File: src/rtl/seq_mul_div.sv
// Iterative unsigned multiply/divide unit: one result bit per clock, double-width
// result split into hi/lo words, with a single-cycle done pulse.
module seq_mul_div #(
  parameter int WIDTH = 16
) (
  input  logic             clk,
  input  logic             reset,
  input  logic             start,
  input  logic             op,
  input  logic [WIDTH-1:0] a,
  input  logic [WIDTH-1:0] b,
  output logic             busy,
  output logic             done,
  output logic [WIDTH-1:0] result_lo,
  output logic [WIDTH-1:0] result_hi,
  output logic             div_by_zero
);

  localparam int CW = $clog2(WIDTH + 1);

  typedef enum logic [1:0] {
    S_IDLE = 2'd0,
    S_RUN  = 2'd1,
    S_DONE = 2'd2
  } state_t;

  state_t               state_q, state_d;
  logic [CW-1:0]        cnt_q, cnt_d;
  logic                 op_q, op_d;
  logic [WIDTH-1:0]     a_q, a_d;
  logic [WIDTH-1:0]     b_q, b_d;
  logic [2*WIDTH:0]     acc_q, acc_d;
  logic                 busy_q, busy_d;
  logic                 done_q, done_d;
  logic [WIDTH-1:0]     res_lo_q, res_lo_d;
  logic [WIDTH-1:0]     res_hi_q, res_hi_d;
  logic                 dbz_q, dbz_d;

  logic [WIDTH:0]       mul_sum_s;
  logic [2*WIDTH:0]     mul_next_s;
  logic [WIDTH:0]       div_shift_s;
  logic                 div_ge_s;
  logic [WIDTH:0]       div_rem_s;
  logic [2*WIDTH:0]     div_next_s;
  logic [2*WIDTH:0]     acc_step_s;

  // One iteration of either algorithm. Multiply keeps the product in the upper
  // half and the remaining multiplier bits in the lower half; divide keeps the
  // remainder in bits [2W:W] and the dividend/quotient shift register in [W-1:0].
  always_comb begin
    if (acc_q[0]) begin
      mul_sum_s = acc_q[2*WIDTH:WIDTH] + {1'b0, a_q};
    end else begin
      mul_sum_s = acc_q[2*WIDTH:WIDTH];
    end
    mul_next_s  = {1'b0, mul_sum_s, acc_q[WIDTH-1:1]};

    div_shift_s = {acc_q[2*WIDTH-1:WIDTH], acc_q[WIDTH-1]};
    div_ge_s    = (div_shift_s >= {1'b0, b_q});
    if (div_ge_s) begin
      div_rem_s = div_shift_s - {1'b0, b_q};
    end else begin
      div_rem_s = div_shift_s;
    end
    div_next_s  = {div_rem_s, acc_q[WIDTH-2:0], div_ge_s};

    if (op_q) begin
      acc_step_s = div_next_s;
    end else begin
      acc_step_s = mul_next_s;
    end
  end

  // Next-state and output decode for the IDLE/RUN/DONE controller.
  always_comb begin
    state_d  = state_q;
    cnt_d    = cnt_q;
    op_d     = op_q;
    a_d      = a_q;
    b_d      = b_q;
    acc_d    = acc_q;
    busy_d   = 1'b0;
    done_d   = 1'b0;
    res_lo_d = res_lo_q;
    res_hi_d = res_hi_q;
    dbz_d    = dbz_q;
    case (state_q)
      S_IDLE: begin
        if (start) begin
          op_d    = op;
          a_d     = a;
          b_d     = b;
          cnt_d   = CW'(WIDTH);
          busy_d  = 1'b1;
          state_d = S_RUN;
          if (op) begin
            acc_d = {{(WIDTH + 1){1'b0}}, a};
          end else begin
            acc_d = {{(WIDTH + 1){1'b0}}, b};
          end
        end else begin
          state_d = S_IDLE;
        end
      end
      S_RUN: begin
        acc_d = acc_step_s;
        cnt_d = cnt_q - CW'(1);
        if (cnt_q == CW'(1)) begin
          res_hi_d = acc_step_s[2*WIDTH-1:WIDTH];
          res_lo_d = acc_step_s[WIDTH-1:0];
          dbz_d    = op_q & (b_q == {WIDTH{1'b0}});
          done_d   = 1'b1;
          state_d  = S_DONE;
        end else begin
          busy_d  = 1'b1;
          state_d = S_RUN;
        end
      end
      S_DONE: begin
        state_d = S_IDLE;
      end
      default: begin
        state_d = S_IDLE;
      end
    endcase
  end

  // State and output registers; reset aborts any operation in flight.
  always_ff @(posedge clk) begin
    if (!reset) begin
      state_q  <= S_IDLE;
      cnt_q    <= {CW{1'b0}};
      op_q     <= 1'b0;
      a_q      <= {WIDTH{1'b0}};
      b_q      <= {WIDTH{1'b0}};
      acc_q    <= {(2 * WIDTH + 1){1'b0}};
      busy_q   <= 1'b0;
      done_q   <= 1'b0;
      res_lo_q <= {WIDTH{1'b0}};
      res_hi_q <= {WIDTH{1'b0}};
      dbz_q    <= 1'b0;
    end else begin
      state_q  <= state_d;
      cnt_q    <= cnt_d;
      op_q     <= op_d;
      a_q      <= a_d;
      b_q      <= b_d;
      acc_q    <= acc_d;
      busy_q   <= busy_d;
      done_q   <= done_d;
      res_lo_q <= res_lo_d;
      res_hi_q <= res_hi_d;
      dbz_q    <= dbz_d;
    end
  end

  assign busy        = busy_q;
  assign done        = done_q;
  assign result_lo   = res_lo_q;
  assign result_hi   = res_hi_q;
  assign div_by_zero = dbz_q;

endmodule

File: config.mk
export PLATFORM = sky130hd
export DESIGN_NAME = seq_mul_div
export DESIGN_NICKNAME = d
export VERILOG_FILES = /design/src/rtl/seq_mul_div.sv
export SDC_FILE = /design/constraint.sdc
export NUM_CORES = 1
export LEC_CHECK = 0
export CELL_PAD_IN_SITES_DETAIL_PLACEMENT = 1
export CELL_PAD_IN_SITES_GLOBAL_PLACEMENT = 1
export CORE_UTILIZATION = 38
export DETAILED_ROUTE_END_ITERATION = 8
export GPL_ROUTABILITY_DRIVEN = 0
export GPL_TIMING_DRIVEN = 1
export PLACE_DENSITY_LB_ADDON = 0.1
export SYNTH_ARGS = -nofsm -noshare
export SYNTH_HDL_FRONTEND = slang
export SYNTH_SLANG_ARGS = --single-unit
File: constraint.sdc
create_clock -name clk -period 2.4 [get_ports clk]
set_clock_uncertainty 0.1 [all_clocks]
set_input_delay 0.24 -clock clk [delete_from_list [all_inputs] [get_ports clk]]
set_output_delay 0.24 -clock clk [all_outputs]
set_load 0.01 [all_outputs]
== Word level (Yosys, flattened, before mapping) ==
Index checks and enable logic that the tools add are counted.
Widths: inputs -> output; s select.

* Output and inout port bits: 35
* Bits in registers: 108
* Input port bits: 36

* Multiplexer cells: 15
* Order comparisons: 1
* Reductions and logical operators: 7
* Equality and inequality tests: 3
* $add $sub $neg: 3
* Bitwise operators: 1

{| class="wikitable"
|+ Operators with widths
! cell !! count
|-
| $mux 33 || 2
|-
| $pmux 33 s2 || 1
|-
| $mux 17 || 2
|-
| $add 17x16->17 || 1
|-
| $ge 17x16->1 || 1
|-
| $sub 17x16->17 || 1
|-
| $logic_not 16->1 || 1
|-
| $mux 16 || 1
|-
| $pmux 5 s2 || 1
|-
| $reduce_and 2->1 || 4
|-
| $eq 5x1->1 const B || 1
|-
| $mux 5 || 1
|-
| $sub 5x1->5 const B || 1
|-
| $mux 1 || 4
|-
| $pmux 2 s2 || 1
|-
| $eq 2x1->1 const B || 1
|-
| $logic_not 2->1 || 1
|-
| $mux 2 || 1
|-
| $ne 2x2->1 const B || 1
|-
| $pmux 1 s2 || 1
|-
| $reduce_bool 2->1 || 1
|-
| $and 1x1->1 || 1
|}

== Logic depth before layout (Yosys ltp) ==
* Depth after elaboration: 4
* Gate-level depth with buffers: 11
* Gate-level depth less buffers: 11

== Worst setup path before layout ==
Ideal clock, no wire load.

* Path type: flip-flop to flip-flop
* From: reg acc_q[15]
* To: reg acc_q[24]
* Setup time: 128 ps
* Cell stages (with the launch flop): 12
* Arrival: 2372 ps
* Setup slack: -200 ps
* Path through: dfxtp_1 -> inv_1 -> ha_1 -> inv_1 -> fa_1 -> a211oi_1 -> o21bai_1 -> a2111oi_0 -> nor3_1 -> xor2_1 -> a211oi_1 -> o31ai_1

* Word-level cells in the longest chain between the ends: 4
* Elaborated cells between the ends (all ways): 5
* Those cells by class: add/sub: 1; order compare: 1; mux: 3

{| class="wikitable"
|+ Ends and longest elaborated chain
! what !! line !! RTL
|-
| start: declaration || 32 || <nowiki>logic [2*WIDTH:0] acc_q, acc_d;</nowiki>
|-
| start signal: assignment || 136 || <nowiki>acc_q <= {(2 * WIDTH + 1){1'b0}};</nowiki>
|-
| $sub 17x16->17 / $ge 17x16->1 (equally long branches) || 61, 59 ||
|-
| $mux 17 * || 60 || <nowiki>if (div_ge_s) begin</nowiki>
|-
| $mux 33 * || 67 || <nowiki>if (op_q) begin</nowiki>
|-
| $pmux 33 s2 * || 87 || <nowiki>case (state_q)</nowiki>
|}

Mark *: on every way between the ends. The rest lies on a longest branch, timed or not.
A chain may end at the register's enable or synchronous reset.

== Worst setup path in the final report ==
* From: reg acc_q[15]
* To: reg acc_q[26]

Same word-level chain as after synthesis.

==> metrics.txt <==
die height=132 um; Detailed Routing Iterations Pass 1=7; static leakage=3.52 nW; gr usage total=0.295; crit-path max cell delay=0.37 ns; Worst Slack Setup Final=-0.250 ns; die width=132 um; post-synthesis compound-gate area fraction=0.283; area delta synth->final=44.4%; layout cells sized above 1=0.275; Relative slew margins=0.549; CTS max path bufs=2; routed vias/inst=between 5 and 6; initial antenna violation count=0; total congestion overflow=0; outcome=finished, violations left; Internal=3.48 mW; CP Cell Sequence=inv_2 -> ha_4 -> inv_2 -> fa_2 -> a211oi_4 -> o21bai_4 -> a2111oi_2 -> xor2_1 -> nand2_1 -> o211ai_1 -> o21ai_1; CP Launch Type=flop; # fillers=1921; vias in the first global route=between 7000 and 8000; Worst Path Max Fanout=4; Setup violations, final=35; Total Nets Final=1040; Post-synth top cells=115 x nand2_1, 107 x dfxtp_1, 85 x a21oi_1; Worst path most repeated cell=inv_2; Post-Synthesis Net Count=880; Netlist Area Pre-Place=6400 um2; Post-synth EDFFs=0; hold crit path type=input pin to flop; critical path endpoint category=flop; Clk pwr share=0.283; # port buffers=70; Initial Utilization=0.387; XOR/XNOR Fraction of Synth Area=0.0246; syn avg cell area=7.92 um2; Register Area=2170 um2; largest net degree at the start of global routing=between 70 and 80; insertion delay to the later sink of the worst-skew pair=0.37 ns; maxcap violations=0; post-layout util=0.559; post-synthesis cell type count=71; Hold-fix buffers, CTS=0; Die Area=17400 um2; most frequent cell after synthesis=nand2_1; Worst-Margin Slew=0.675 ns; RSZ-0062 raised after global routing=true; Main synth FF type=dfxtp_1; I/O Pins=71; Req. time, crit path=2.55 ns; Clk Tree Root Cell=clkbuf_16; PwrDens=587 nW/um2; violated checks=negative setup slack; Multi-input gate area=4580 um2; critical path arrival=2.80 ns; antenna viol nets, final=0; Placed Cells=1162; dominant cell type by area after synthesis=dfxtp_1; final hold vios=0; placed cell area=8180 um2; design area=9240 um2; Pwr Total=~5.4 mW; Antenna Cells=0; Seq pwr share=0.360; Avg WL per Cell=22.2 um; post-synthesis mux area share=0.0549; final routed DRC violation total=0; Pins Over Slew Limit=0; CTS sink count=107; fmax=around 380 MHz; synth warn=0; TritonCTS clock tree=built; CTS clock-pin slew for the worst setup and hold paths=0.08 ns; combinational power share=0.356; simple-gate share of the synthesized area=0.180; 1st-iter DRT viols=504; switching share of total power=0.358; core footprint=between 15000 and 20000 um2; Worst path slowest cell=fa_2; largest family of logic cells by synthesized area=compound AO/OA/AOI/OAI gates; post-synth top area share=0.335; post-synthesis cell count=808; Period Utilization, post-route=1.10; H-tree depth=3; peak supply drop=0.384 mV; first-pass GRT wire length=about 40 mm; Post-Synth Adder-Cell Area=0.0727; setup tns final=-4.12 ns; Psw=1.95 mW; WS Path Type=flop to flop; Min Clock Period, post-route=roughly 2.6 ns; Post-Route WL=26.5 mm; Fin Hold WS=0.346 ns; number of buffers created by CTS=9; ys async rst share=0; vias=just over 7000; Area contributors post-synth=dfxtp_1 33%, nand2_1 6.7%, a21oi_1 6.6%; Non-Filler Instances=between 1000 and 1500; DP HPWL=18.2 mm; Seq/Total Area, Yosys=0.335; # rows=47; Yosys reg bits=around 110; dpl ws=-0.320 ns
power by group through the flow:
stage	Sequential, mW	Clock, mW	Combinational, mW
global route	1.97	1.63	2.03
floorplan	1.97	0	0.883
finish	1.96	1.54	1.93
global placement	1.98	0	1.48
detailed placement	1.98	0	1.53
CTS	1.95	1.57	1.77
cells in the final DEF, fill, tap and decap left out, types with 11 or more instances in the layout:
cell type,count
nand2_1,115
buf_4,115
dfxtp_1,87
a21oi_1,80
clkdlybuf4s50_1,70
nor2_1,67
mux2i_1,33
a211oi_1,23
inv_1,22
nand3_1,19
ha_4,17
dfxtp_2,17
o211ai_1,16
ha_1,16
o21ai_1,15
o22ai_1,14
a21o_1,12
o21ai_0,11
timing repair:
action | CTS | global route
gates resized for setup | 100 | 31
setup endpoints to repair | 35 | 35
buffers inserted | 16 | 1
pin swaps | 50 | 19
critical path, delay by kind of cell, from the launching register on:
kind / cells / cell delay, ns
compound gates: 5 / 1.20
xor+xnor: 1 / 0.20
fa+ha+maj: 2 / 0.50
buf+inv: 2 / 0.10
flops: 1 / 0.33
simple gates: 1 / 0.09
state kept, by name (all words and copies together), names as in the netlist, 2 cells and up:
| name | count |
|---|---|
| a_q | 16 |
| b_q | 16 |
| result_lo | 16 |
| acc_q | 33 |
| cnt_q | 5 |
| state_q | 2 |
| result_hi | 16 |
worst paths after layout:
path                                  start                         to  slack, ns  depth (start not counted)
hold / removal                         a[4]        a_q[4]$_SDFFE_PN0P_       0.35                          3
hold reg to reg   result_hi[4]$_SDFFE_PN0P_  result_hi[4]$_SDFFE_PN0P_       0.36                          2
setup reg to reg     acc_q[15]$_SDFFE_PN0P_     acc_q[26]$_SDFFE_PN0P_      -0.25                         11
setup / recovery     acc_q[15]$_SDFFE_PN0P_     acc_q[26]$_SDFFE_PN0P_      -0.25                         11
cells by family after synthesis:
group | count (synthesis)
compound gates | 270
xor+xnor | 18
fa+ha+maj | 36
buf+inv | 82
flops | 107
mux | 35
simple gates | 260
area by class of cell:
cell class | instances | share of cell area
multi-input cells | 619 | 0.495
flip-flops and latches | 107 | 0.235
repair buffers | 200 | 0.194
well taps | 220 | 0.0298
clock buffers | 9 | 0.0244
inverters | 31 | 0.0126
clock inverters | 7 | 0.00853
routing by layer:
layer	global-route usage	wire length, um
met1	0.376	11500
met2	0.496	12500
met3	0.0477	1530
met4	0.118	1000
met5	0	0
Power figures use the tool's default switching activity.
